$ cat config.mk
export PLATFORM = sky130hd
export DESIGN_NAME = pwm_setting_ctrl
export DESIGN_NICKNAME = d
export VERILOG_FILES = /design/src/rtl/pwm_setting_ctrl.sv
export SDC_FILE = /design/constraint.sdc
export NUM_CORES = 1
export LEC_CHECK = 0
export BUFFER_PORTS_ARGS = -buffer_cell sky130_fd_sc_hd__buf_2
export CAP_MARGIN = 20
export CELL_PAD_IN_SITES_DETAIL_PLACEMENT = 1
export CELL_PAD_IN_SITES_GLOBAL_PLACEMENT = 1
export CORE_UTILIZATION = 35
export DETAILED_ROUTE_END_ITERATION = 8
export PLACE_DENSITY = 0.6
export SLEW_MARGIN = 20
export SYNTH_ARGS = -nofsm -noshare
export SYNTH_HDL_FRONTEND = slang
export SYNTH_SLANG_ARGS = --single-unit
export TNS_END_PERCENT = 50
$ cat constraint.sdc
create_clock -name clk -period 2.41 [get_ports clk]
set_input_delay 0.482 -clock clk [delete_from_list [all_inputs] [get_ports clk]]
set_output_delay 0.482 -clock clk [all_outputs]
set_load 0.02 [all_outputs]
$ cat src/rtl/pwm_setting_ctrl.sv
// Button-driven editor for the Count_CT / Count_F setting registers with debounce and auto-repeat.
// Define PWM_SETTING_CTRL_WRAP_EN to make steps wrap modulo 16 instead of saturating.
module pwm_setting_ctrl #(
    parameter int unsigned TICK_DIV        = 50000,
    parameter int unsigned DEB_TICKS       = 20,
    parameter int unsigned REP_DELAY_TICKS = 500,
    parameter int unsigned REP_RATE_TICKS  = 100,
    parameter logic [3:0]  CT_INIT         = 4'h8,
    parameter logic [3:0]  F_INIT          = 4'h0
) (
    input  logic       clk,
    input  logic       rst,
    input  logic       Funct_Select,
    input  logic       Btn_Up,
    input  logic       Btn_Down,
    output logic [3:0] Count_CT,
    output logic [3:0] Count_F,
    output logic       Update
);

    localparam int unsigned PW       = (TICK_DIV > 1) ? $clog2(TICK_DIV) : 1;
    localparam int unsigned DW       = (DEB_TICKS > 1) ? $clog2(DEB_TICKS) : 1;
    localparam int unsigned HOLD_MAX = (REP_DELAY_TICKS > REP_RATE_TICKS) ? REP_DELAY_TICKS
                                                                           : REP_RATE_TICKS;
    localparam int unsigned HW       = (HOLD_MAX > 1) ? $clog2(HOLD_MAX) : 1;

    localparam logic [PW-1:0] PRESC_LAST = PW'(TICK_DIV - 1);
    localparam logic [DW-1:0] DEB_LAST   = DW'(DEB_TICKS - 1);
    localparam logic [HW-1:0] DELAY_LAST = HW'(REP_DELAY_TICKS - 1);
    localparam logic [HW-1:0] RATE_LAST  = HW'(REP_RATE_TICKS - 1);

    typedef enum logic [1:0] {
        S_IDLE   = 2'd0,
        S_HOLD   = 2'd1,
        S_REPEAT = 2'd2,
        S_LOCK   = 2'd3
    } state_t;

    // Bit 0 is the Up button, bit 1 is the Down button throughout.
    logic [1:0]         btn_meta_q, btn_sync_q;
    logic [PW-1:0]      presc_q, presc_d;
    logic               tick;
    logic [1:0][DW-1:0] deb_cnt_q, deb_cnt_d;
    logic [1:0]         deb_q, deb_d;
    state_t             state_q, state_d;
    logic [HW-1:0]      tcnt_q, tcnt_d;
    logic [3:0]         ct_q, ct_d, f_q, f_d;
    logic               upd_q, upd_d;
    logic               both_held, none_held, one_held;
    logic               step_fire, step_apply;
    logic [3:0]         sel_val, stepped_val;

    always_ff @(posedge clk) begin
        if (rst) begin
            btn_meta_q <= 2'b00;
            btn_sync_q <= 2'b00;
        end else begin
            btn_meta_q <= {Btn_Down, Btn_Up};
            btn_sync_q <= btn_meta_q;
        end
    end

    assign tick = (presc_q == PRESC_LAST);

    always_comb begin
        presc_d = tick ? '0 : presc_q + 1'b1;
    end

    always_comb begin
        deb_d     = deb_q;
        deb_cnt_d = deb_cnt_q;
        for (int b = 0; b < 2; b++) begin
            if (btn_sync_q[b] == deb_q[b]) begin
                deb_cnt_d[b] = '0;
            end else if (tick) begin
                if (deb_cnt_q[b] == DEB_LAST) begin
                    deb_cnt_d[b] = '0;
                    deb_d[b]     = ~deb_q[b];
                end else begin
                    deb_cnt_d[b] = deb_cnt_q[b] + 1'b1;
                end
            end
        end
    end

    always_ff @(posedge clk) begin
        if (rst) begin
            presc_q   <= '0;
            deb_q     <= 2'b00;
            deb_cnt_q <= '0;
        end else begin
            presc_q   <= presc_d;
            deb_q     <= deb_d;
            deb_cnt_q <= deb_cnt_d;
        end
    end

    assign both_held = &deb_q;
    assign none_held = ~|deb_q;
    assign one_held  = ^deb_q;

    always_ff @(posedge clk) begin
        if (rst) begin
            state_q <= S_IDLE;
        end else begin
            state_q <= state_d;
        end
    end

    always_comb begin
        state_d = state_q;
        case (state_q)
            S_IDLE: begin
                if (both_held)     state_d = S_LOCK;
                else if (one_held) state_d = S_HOLD;
            end
            S_HOLD: begin
                if (none_held)                           state_d = S_IDLE;
                else if (both_held)                      state_d = S_LOCK;
                else if (tick && (tcnt_q == DELAY_LAST)) state_d = S_REPEAT;
            end
            S_REPEAT: begin
                if (none_held)      state_d = S_IDLE;
                else if (both_held) state_d = S_LOCK;
            end
            S_LOCK: begin
                if (none_held) state_d = S_IDLE;
            end
            default: state_d = S_IDLE;
        endcase
    end

    always_comb begin
        step_fire = one_held &&
                    ((state_q == S_IDLE) ||
                     (tick && (state_q == S_HOLD)   && (tcnt_q == DELAY_LAST)) ||
                     (tick && (state_q == S_REPEAT) && (tcnt_q == RATE_LAST)));
    end

    // Hold/repeat tick counter restarts on every state entry and after each repeat step.
    always_comb begin
        tcnt_d = tcnt_q;
        if ((state_d != state_q) || ((state_q == S_REPEAT) && step_fire)) begin
            tcnt_d = '0;
        end else if (tick && ((state_q == S_HOLD) || (state_q == S_REPEAT))) begin
            tcnt_d = tcnt_q + 1'b1;
        end
    end

    always_ff @(posedge clk) begin
        if (rst) begin
            tcnt_q <= '0;
        end else begin
            tcnt_q <= tcnt_d;
        end
    end

    assign sel_val     = Funct_Select ? ct_q : f_q;
    assign stepped_val = deb_q[0] ? (sel_val + 4'd1) : (sel_val - 4'd1);

`ifdef PWM_SETTING_CTRL_WRAP_EN
    assign step_apply = step_fire;
`else
    logic at_limit;
    assign at_limit   = deb_q[0] ? (sel_val == 4'hF) : (sel_val == 4'h0);
    assign step_apply = step_fire && !at_limit;
`endif

    always_comb begin
        ct_d  = ct_q;
        f_d   = f_q;
        upd_d = step_apply;
        if (step_apply) begin
            if (Funct_Select) ct_d = stepped_val;
            else              f_d  = stepped_val;
        end
    end

    always_ff @(posedge clk) begin
        if (rst) begin
            ct_q  <= CT_INIT;
            f_q   <= F_INIT;
            upd_q <= 1'b0;
        end else begin
            ct_q  <= ct_d;
            f_q   <= f_d;
            upd_q <= upd_d;
        end
    end

    assign Count_CT = ct_q;
    assign Count_F  = f_q;
    assign Update   = upd_q;

endmodule

==> flow_metrics.env, run 1 <==
export IMPL_total_power_mw=1.53
export IMPL_rsz0062_at_grt="no"
export IMPL_fin_util_pct=41.8
export IMPL_netSwitchingPower_mw=0.402
export IMPL_required_ns=2.64
export IMPL_via_count=2238
export IMPL_area_delta_synth_final_pct=13.0
export IMPL_drtAntennaViolNets=0
export IMPL_crit_fanout=5
export IMPL_final_layout_size_suffix_gt1_share_pct=13.5
export IMPL_cp_arrival_ns=2.51
export IMPL_detail_route_wl_per_cell_um=14.0
export IMPL_clockPowerShare_pct=36.1
export IMPL_hp_class="in2reg"
export IMPL_clock_path_buffers=2
export IMPL_drv_slew=0
export IMPL_crit_start="presc_q[13]"
export IMPL_start_util_pct=37.0
export IMPL_clock_sinks=52
export IMPL_worstHoldStart="Btn_Down"
export IMPL_coreArea_mm2=0.00745
export IMPL_synth_edf_count=0
export IMPL_design_die_area_mm2=0.00823
export IMPL_leakage_nw=1.27
export IMPL_combPwrFrac_pct=6.9
export IMPL_rows=31
export IMPL_layout_commonest_cell="dfxtp_1"
export IMPL_fin_tns_setup_ns=0
export IMPL_clk_pin_slew_ns=0.11
export IMPL_clock_fmax_mhz=439
export IMPL_cts_made_buffers=5
export IMPL_post_route_drc_count=0
export IMPL_final_cell_mix="52 x dfxtp_1, 33 x nor2_1, 22 x xor2_1, 15 x nand4_1, 15 x buf_4"
export IMPL_hold_slack_ns=0.369
export IMPL_synth_distinct_cells=47
export IMPL_dieHeight_um=90.7
export IMPL_place_area_mm2=0.00301
export IMPL_grtUsageTotal_pct=16.4
export IMPL_relSlewSlack_pct=69.5
export IMPL_stdcell_area_mm2=0.00312
export IMPL_ys_ff_latch=52
export IMPL_p_seq_share_pct=57.0
export IMPL_crit_path_end_kind="register"
export IMPL_grt_pass1_vias=2327
export IMPL_drt_iter0_drc=119
export IMPL_syn_area_mm2=0.00276
export IMPL_avgSynthCellArea_um2=8.92
export IMPL_powerDensity_mw_per_mm2=492
export IMPL_io_buffers=13
export IMPL_synth_fp_nets=328
export IMPL_layout_setup_ws_ns=0.132
export IMPL_r2r_start="presc_q[13]"
export IMPL_cts_tree="done"
export IMPL_finClkSkew_ns=0.00605
export IMPL_cts_htree_levels=2
export IMPL_min_period_over_period_pct=94.5
export IMPL_die_w_um=90.7
export IMPL_status="finished clean"
export IMPL_nets=352
export IMPL_clk_latency_ns=0.31
export IMPL_top_level_ports=14
export IMPL_place_inst=424
export IMPL_wirelength_mm=6.04
export IMPL_syn_inst=309
export IMPL_overflow=0
export IMPL_vdd_drop_max_v=0.000257
export IMPL_grt_pass1_wl_mm=11.0
export IMPL_setup_violations_final=0
export IMPL_path_class="reg2reg"
export IMPL_first_pass_iters=4
export IMPL_stdcell_count=433
export IMPL_place_gp_congestion=0.717
export IMPL_grt_max_degree=20
export IMPL_diodes=0
export IMPL_cp_start_kind="register"
export IMPL_hold_viol=0
export IMPL_cap_violations=0
export IMPL_intPower_mw=1.13
export IMPL_tightest_slew_ns=0.454
export IMPL_hold_buffers=0
export IMPL_grt_antenna_before_repair=0
export IMPL_dp_worst_setup_slack_ns=0.0877
export IMPL_yosysWarnings=0
export IMPL_dp_hpwl_mm=4.46
export IMPL_cts_root_buffer="clkbuf_8"
export IMPL_synth_seq_area_share_pct=37.8
export IMPL_swShare_pct=26.2
export IMPL_synth_flop_cell="dfxtp_1"
export IMPL_synth_async_sr_flop_share_pct=0
export IMPL_min_period_ns=2.28
export IMPL_viasPerCell=5.17
## worst paths after layout
check,end,slack [ns],cells after the start
max,tcnt_q[8],0.13,6
min,btn_meta_q[1],0.37,2
max reg2reg,tcnt_q[8],0.13,6
min reg2reg,presc_q[0],0.45,1
## power groups by stage
| stage | logic (mW) | registers (mW) | clock network [mW] |
|---|---|---|---|
| floorplan | 0.0697 | 0.895 | 0 |
| global placement | 0.106 | 0.894 | 0 |
| detailed placement | 0.106 | 0.894 | 0 |
| CTS | 0.108 | 0.875 | 0.583 |
| global route | 0.121 | 0.877 | 0.613 |
| finish | 0.105 | 0.875 | 0.553 |
## final cells by class
class                   count  area (um^2)
clock inverters             3         28.8
inverters                  12         45.0
repair buffers             28          178
multi-input cells         234         1630
clock buffers               5         68.8
flip-flops and latches     52         1040
fillers                   904         4330
well taps                  99          124
## timing repair
item / in CTS / in global routing
gates resized for setup: 0 / 1
endpoints found under the setup margin: 0 / 12
buffers inserted: 0 / 1
## layer usage
metal  vias up  track usage [%]  share of wire (%)  wire length, um
met5         -                0                  0                0
li1       1137                -                  -                -
met3         5             3.28                2.3              141
met2        19             26.9                 45             2720
met1      1077             21.6                 52             3120
met4         0             4.44                1.1               67
## kinds of logic (layout without fill, tap and decap cells)
logic type	count (synthesis)	after routing	share of synthesized area, %
adders and majority gates	14	14	6.63
xor gates and xnor gates	28	28	8.90
and+or+nand+nor	133	133	27.2
buffers and inverters	23	48	3.22
AOI/OAI and AO/OA	43	43	10.4
DFF	52	52	37.8
muxes	16	16	5.90
## critical path, stage by stage (launching register included)
cell      delay [ns]
dfxtp_1         0.35
or4b_4          0.56
nor4_4          0.27
buf_4           0.18
nand3_2         0.10
or4_1           0.49
a211oi_1        0.23
## cells in the mapped netlist, types with 2 or more instances
library cell / count / area share (%)
mux2_2: 2 / 0.82
inv_1: 12 / 1.6
clkbuf_1: 9 / 1.2
or4_1: 2 / 0.54
a21o_1: 3 / 0.82
o31ai_1: 2 / 0.54
nand3_1: 8 / 1.5
nand4b_1: 3 / 0.95
nand4_1: 15 / 3.4
a21oi_1: 11 / 2.0
dfxtp_1: 52 / 38
nor2b_1: 9 / 2.0
xnor2_1: 6 / 1.9
nor2_1: 33 / 4.5
and2_1: 5 / 1.1
buf_2: 2 / 0.36
nand2_1: 12 / 1.6
and3_1: 6 / 1.4
xor2_1: 22 / 7.0
a31oi_1: 2 / 0.45
a211oi_1: 3 / 0.82
nor3_1: 10 / 1.8
nor3b_1: 2 / 0.54
nand2b_1: 14 / 3.2
o21ai_0: 11 / 2.0
a21bo_2: 2 / 0.73
ha_1: 13 / 5.9
mux2i_1: 14 / 5.1
or3_1: 3 / 0.68
nor4_1: 2 / 0.45
and4_1: 3 / 0.95
## registers in the layout (all words and copies together) (netlist names)
name        flops
Count_CT        4
Count_F         4
Update          1
btn_meta_q      2
btn_sync_q      2
deb_cnt_q      10
deb_q           2
presc_q        16
state_q         2
tcnt_q          9
Power figures use the tool's default switching activity.
==> run 2: changes to the inputs <==
CELL_PAD_IN_SITES_DETAIL_PLACEMENT = 0   (was 1)
==> flow_metrics.env, run 2 (synthesized netlist as in run 1, its figures left out) <==
export IMPL_status="finished clean"
export IMPL_m1WireLength_mm=3.00
export IMPL_layout_setup_ws_ns=0.137
export IMPL_diodes=0
export IMPL_routed_top_layer="met4"
export IMPL_final_layout_size_suffix_gt1_share_pct=13.5
export IMPL_clk_pin_slew_ns=0.11
export IMPL_reg2reg_depth=6
export IMPL_stdcell_area_mm2=0.00311
export IMPL_via_count=2170
export IMPL_path_class="reg2reg"
export IMPL_final_cell_mix="52 x dfxtp_1, 33 x nor2_1, 22 x xor2_1, 15 x nand4_1, 15 x buf_4"
export IMPL_vdd_drop_max_v=0.000263
export IMPL_post_route_drc_count=0
export IMPL_hold_buffers=0
export IMPL_dieHeight_um=90.7
export IMPL_area_delta_synth_final_pct=12.9
export IMPL_overflow=0
export IMPL_cp_depth=6
export IMPL_dp_worst_setup_slack_ns=0.0862
export IMPL_grt_pass1_wl_mm=9.91
export IMPL_slowest_stage="or4b_1"
export IMPL_leakage_nw=1.27
export IMPL_hold_viol=0
export IMPL_min_period_ns=2.27
export IMPL_r2r_slack_ns=0.14
export IMPL_finClkSkew_ns=0.00692
export IMPL_crit_chain="or4b_1 -> nor4_4 -> buf_4 -> nand3_2 -> or4_1 -> a211oi_1"
export IMPL_design_die_area_mm2=0.00823
export IMPL_fin_tns_setup_ns=0
export IMPL_die_w_um=90.7
export IMPL_rows=31
export IMPL_setup_violations_final=0
export IMPL_cts_htree_levels=2
export IMPL_required_ns=2.64
export IMPL_relSlewSlack_pct=69.0
export IMPL_nets=352
export IMPL_dp_hpwl_mm=4.06
export IMPL_clk_latency_ns=0.31
export IMPL_drv_slew=0
export IMPL_clock_fmax_mhz=440
export IMPL_cts_root_buffer="clkbuf_8"
export IMPL_crit_family="simple AND/OR/NAND/NOR gates"
export IMPL_start_util_pct=37.0
export IMPL_grt_pass1_vias=2091
export IMPL_detail_route_wl_per_cell_um=12.9
export IMPL_place_area_mm2=0.00301
export IMPL_cp_start_kind="register"
export IMPL_top_regs="presc_q: 16 flops, deb_cnt_q: 10 flops, tcnt_q: 9 flops"
export IMPL_stdcell_count=433
export IMPL_viasPerCell=5.01
export IMPL_cap_violations=0
export IMPL_crit_path_end_kind="register"
export IMPL_min_period_over_period_pct=94.3
export IMPL_layout_commonest_cell="dfxtp_1"
export IMPL_place_inst=424
export IMPL_rsz0062_at_grt="no"
export IMPL_wl_met3_um=129
export IMPL_wirelength_mm=5.58
export IMPL_largest_reg_flops=16
export IMPL_grt_max_degree=20
export IMPL_crit_fanout=5
export IMPL_cp_arrival_ns=2.51
export IMPL_cpPeakStageDelay_ns=0.58
export IMPL_drt_iter0_drc=123
export IMPL_cp_endpoint="tcnt_q[8]"
export IMPL_hp_class="in2reg"
export IMPL_io_buffers=13
export IMPL_cts_tree="done"
export IMPL_clock_path_buffers=2
export IMPL_largest_register="presc_q"
export IMPL_r2r_end="tcnt_q[8]"
export IMPL_tightest_slew_ns=0.464
export IMPL_grtUsageTotal_pct=14.8
export IMPL_coreArea_mm2=0.00745
export IMPL_drtAntennaViolNets=0
export IMPL_first_pass_iters=4
export IMPL_crit_start="presc_q[13]"
export IMPL_cts_made_buffers=5
export IMPL_powerDensity_mw_per_mm2=488
export IMPL_r2r_start="presc_q[13]"
export IMPL_place_gp_congestion=0.717
export IMPL_wl_met2_mm=2.40
export IMPL_cp_buffers_inverters=1
export IMPL_grt_antenna_before_repair=0
export IMPL_top_level_ports=14
export IMPL_fin_util_pct=41.8
export IMPL_clock_sinks=52
==> run 2: cell count changes in the layout (fill, tap and decap cells not counted) <==
cell and delta:
inv_6 -2, clkinv_4 +1, and2_2 +1, or4b_4 -1, or4b_1 +1, and2_1 -1
clkinvlp_4 +1
==> run 2: power by group <==
| part | internal, mW | switching, mW |
|---|---|---|
| sequential | 0.869 | 0.00569 |
| clock | 0.214 | 0.327 |
| combinational | 0.0427 | 0.0602 |
| total | 1.13 | 0.393 |
==> run 2: routing by layer <==
layer,vias up,GRT usage [%]
met5,-,0
li1,1139,-
met1,1001,20.2
met4,0,4.44
met2,26,23.4
met3,4,2.86
==> run 2: cell type report <==
| cell class | count | area [um^2] |
|---|---|---|
| Timing Repair Buffer | 28 | 178 |
| Fill cell | 749 | 4340 |
| Inverter | 12 | 45.0 |
| Multi-Input combinational cell | 234 | 1630 |
| Clock buffer | 5 | 68.8 |
| Clock inverter | 3 | 27.5 |
| Sequential cell | 52 | 1040 |
| Tap cell | 99 | 124 |
==> run 2: worst min-delay path by stage <==
stage	from	endpoint	slack, ns	depth (start not counted)
after global routing	Btn_Down	btn_meta_q[1]	0.38	2
after floorplan	presc_q[0]	presc_q[0]	0.41	1
after CTS	Btn_Down	btn_meta_q[1]	0.37	2
after global placement	btn_meta_q[1]	btn_sync_q[1]	0.42	1
final	Btn_Down	btn_meta_q[1]	0.38	2
after detailed placement	btn_meta_q[1]	btn_sync_q[1]	0.44	1
==> run 2: timing repair <==
item / 4_1_cts / 5_1_grt
setup endpoints to repair: 0 / 12
hold endpoints to repair: 0 / 0
resized for setup: 0 / 1
buffers inserted: 0 / 1
==> run 2: through the flow <==
step	power (mW)	hold WS [ns]
floorplan	0.965	0.413
global placement	1.00	0.422
detailed placement	0.997	0.436
CTS	1.54	0.369
global route	1.58	0.376
finish	1.52	0.375
==> run 3: changes to the inputs <==
REMOVE_ABC_BUFFERS = 1   (was unset)
==> flow_metrics.env, run 3 (synthesized netlist as in run 1, its figures left out) <==
export IMPL_cp_arrival_ns=2.46
export IMPL_hold_path_depth=2
export IMPL_wirelength_mm=5.62
export IMPL_hold_path_endpoint="btn_meta_q[0]"
export IMPL_area_delta_synth_final_pct=13.0
export IMPL_layout_commonest_cell="dfxtp_1"
export IMPL_required_ns=2.65
export IMPL_setup_violations_final=0
export IMPL_grt_pass1_vias=2107
export IMPL_cts_tree="done"
export IMPL_total_power_mw=1.52
export IMPL_min_period_over_period_pct=92.3
export IMPL_cpPeakStageDelay_ns=0.55
export IMPL_drtAntennaViolNets=0
export IMPL_cp_buffers_inverters=1
export IMPL_stdcell_area_mm2=0.00311
export IMPL_min_period_ns=2.23
export IMPL_crit_path_end_kind="register"
export IMPL_design_die_area_mm2=0.00823
export IMPL_dieHeight_um=90.7
export IMPL_clock_path_buffers=2
export IMPL_coreArea_mm2=0.00745
export IMPL_drv_slew=0
export IMPL_nets=352
export IMPL_place_gp_congestion=0.776
export IMPL_cts_made_buffers=5
export IMPL_crit_chain="or4b_4 -> nor4_4 -> buf_4 -> nand3_2 -> or4_1 -> a211oi_1"
export IMPL_tightest_slew_ns=0.436
export IMPL_clk_pin_slew_ns=0.11
export IMPL_first_pass_iters=5
export IMPL_io_buffers=13
export IMPL_path_class="reg2reg"
export IMPL_clock_sinks=52
export IMPL_r2r_start="presc_q[13]"
export IMPL_crit_family="simple AND/OR/NAND/NOR gates"
export IMPL_start_util_pct=37.0
export IMPL_cp_depth=6
export IMPL_cp_start_kind="register"
export IMPL_hold_slack_ns=0.384
export IMPL_relSlewSlack_pct=70.7
export IMPL_top_level_ports=14
export IMPL_cts_root_buffer="clkbuf_8"
export IMPL_diodes=0
export IMPL_vdd_drop_max_v=0.000257
export IMPL_r2r_end="tcnt_q[8]"
export IMPL_hold_viol=0
export IMPL_dp_hpwl_mm=4.11
export IMPL_largest_reg_flops=16
export IMPL_reg2reg_depth=6
export IMPL_clk_latency_ns=0.31
export IMPL_detail_route_wl_per_cell_um=13.0
export IMPL_grt_antenna_before_repair=0
export IMPL_fin_tns_setup_ns=0
export IMPL_hold_buffers=0
export IMPL_crit_fanout=5
export IMPL_hp_class="in2reg"
export IMPL_clock_fmax_mhz=449
export IMPL_layout_setup_ws_ns=0.185
export IMPL_slowest_stage="or4b_4"
export IMPL_fin_util_pct=41.8
export IMPL_rows=31
export IMPL_place_area_mm2=0.00301
export IMPL_cts_htree_levels=2
export IMPL_leakage_nw=1.27
export IMPL_largest_register="presc_q"
export IMPL_stdcell_count=433
export IMPL_dp_worst_setup_slack_ns=0.113
export IMPL_grtUsageTotal_pct=14.6
export IMPL_grt_max_degree=27
export IMPL_cap_violations=0
export IMPL_die_w_um=90.7
export IMPL_viasPerCell=5.12
export IMPL_grt_pass1_wl_mm=9.78
export IMPL_place_inst=424
export IMPL_post_route_drc_count=0
export IMPL_powerDensity_mw_per_mm2=487
export IMPL_r2r_slack_ns=0.18
export IMPL_via_count=2216
export IMPL_final_layout_size_suffix_gt1_share_pct=13.5
export IMPL_final_cell_mix="52 x dfxtp_1, 33 x nor2_1, 22 x xor2_1, 15 x nand4_1, 15 x buf_4"
export IMPL_finClkSkew_ns=0.00862
export IMPL_rsz0062_at_grt="no"
export IMPL_top_regs="presc_q: 16 flops, deb_cnt_q: 10 flops, tcnt_q: 9 flops"
export IMPL_drt_iter0_drc=75
export IMPL_status="finished clean"
export IMPL_overflow=0
export IMPL_worstHoldStart="Btn_Up"
run 3: cell counts in the layout (fill, tap and decap cells not counted):
No cell type changed its count.
run 3: timing repair:
action / 4_1_cts / 5_1_grt
resized for setup: 0 / 1
buffers inserted: 0 / 1
endpoints found under the setup margin: 0 / 3
run 3: power by group:
group	internal (mW)	leakage [nW]	switching, mW
clock	0.214	0.0463	0.327
combinational	0.0417	0.801	0.0605
sequential	0.869	0.420	0.00565
run 3: cell type report:
cell class	instances	area, um^2
fill	775	4330
multi-input combinational	234	1630
sequential	52	1040
timing repair buffer	28	178
tap	99	124
clock buffer	5	68.8
inverter	12	45.0
clock inverter	3	27.5
run 3: worst max path at each step:
stage | start | end | slack [ns]
2_1_floorplan | presc_q[13] | Count_CT[0] | -0.38
3_3_place_gp | presc_q[13] | tcnt_q[8] | 0.13
3_5_place_dp | presc_q[13] | tcnt_q[8] | 0.11
4_1_cts | presc_q[13] | tcnt_q[8] | 0.09
5_1_grt | presc_q[13] | tcnt_q[8] | 0.01
6_report | presc_q[13] | tcnt_q[8] | 0.18
run 3: routing by layer:
layer	GRT usage [%]	up-vias	part of all wire [%]
met3	3.20	6	2.9
met1	19.0	1039	50
met2	24.1	33	46
met4	4.03	0	1.0
met5	0	-	0
li1	-	1138	-
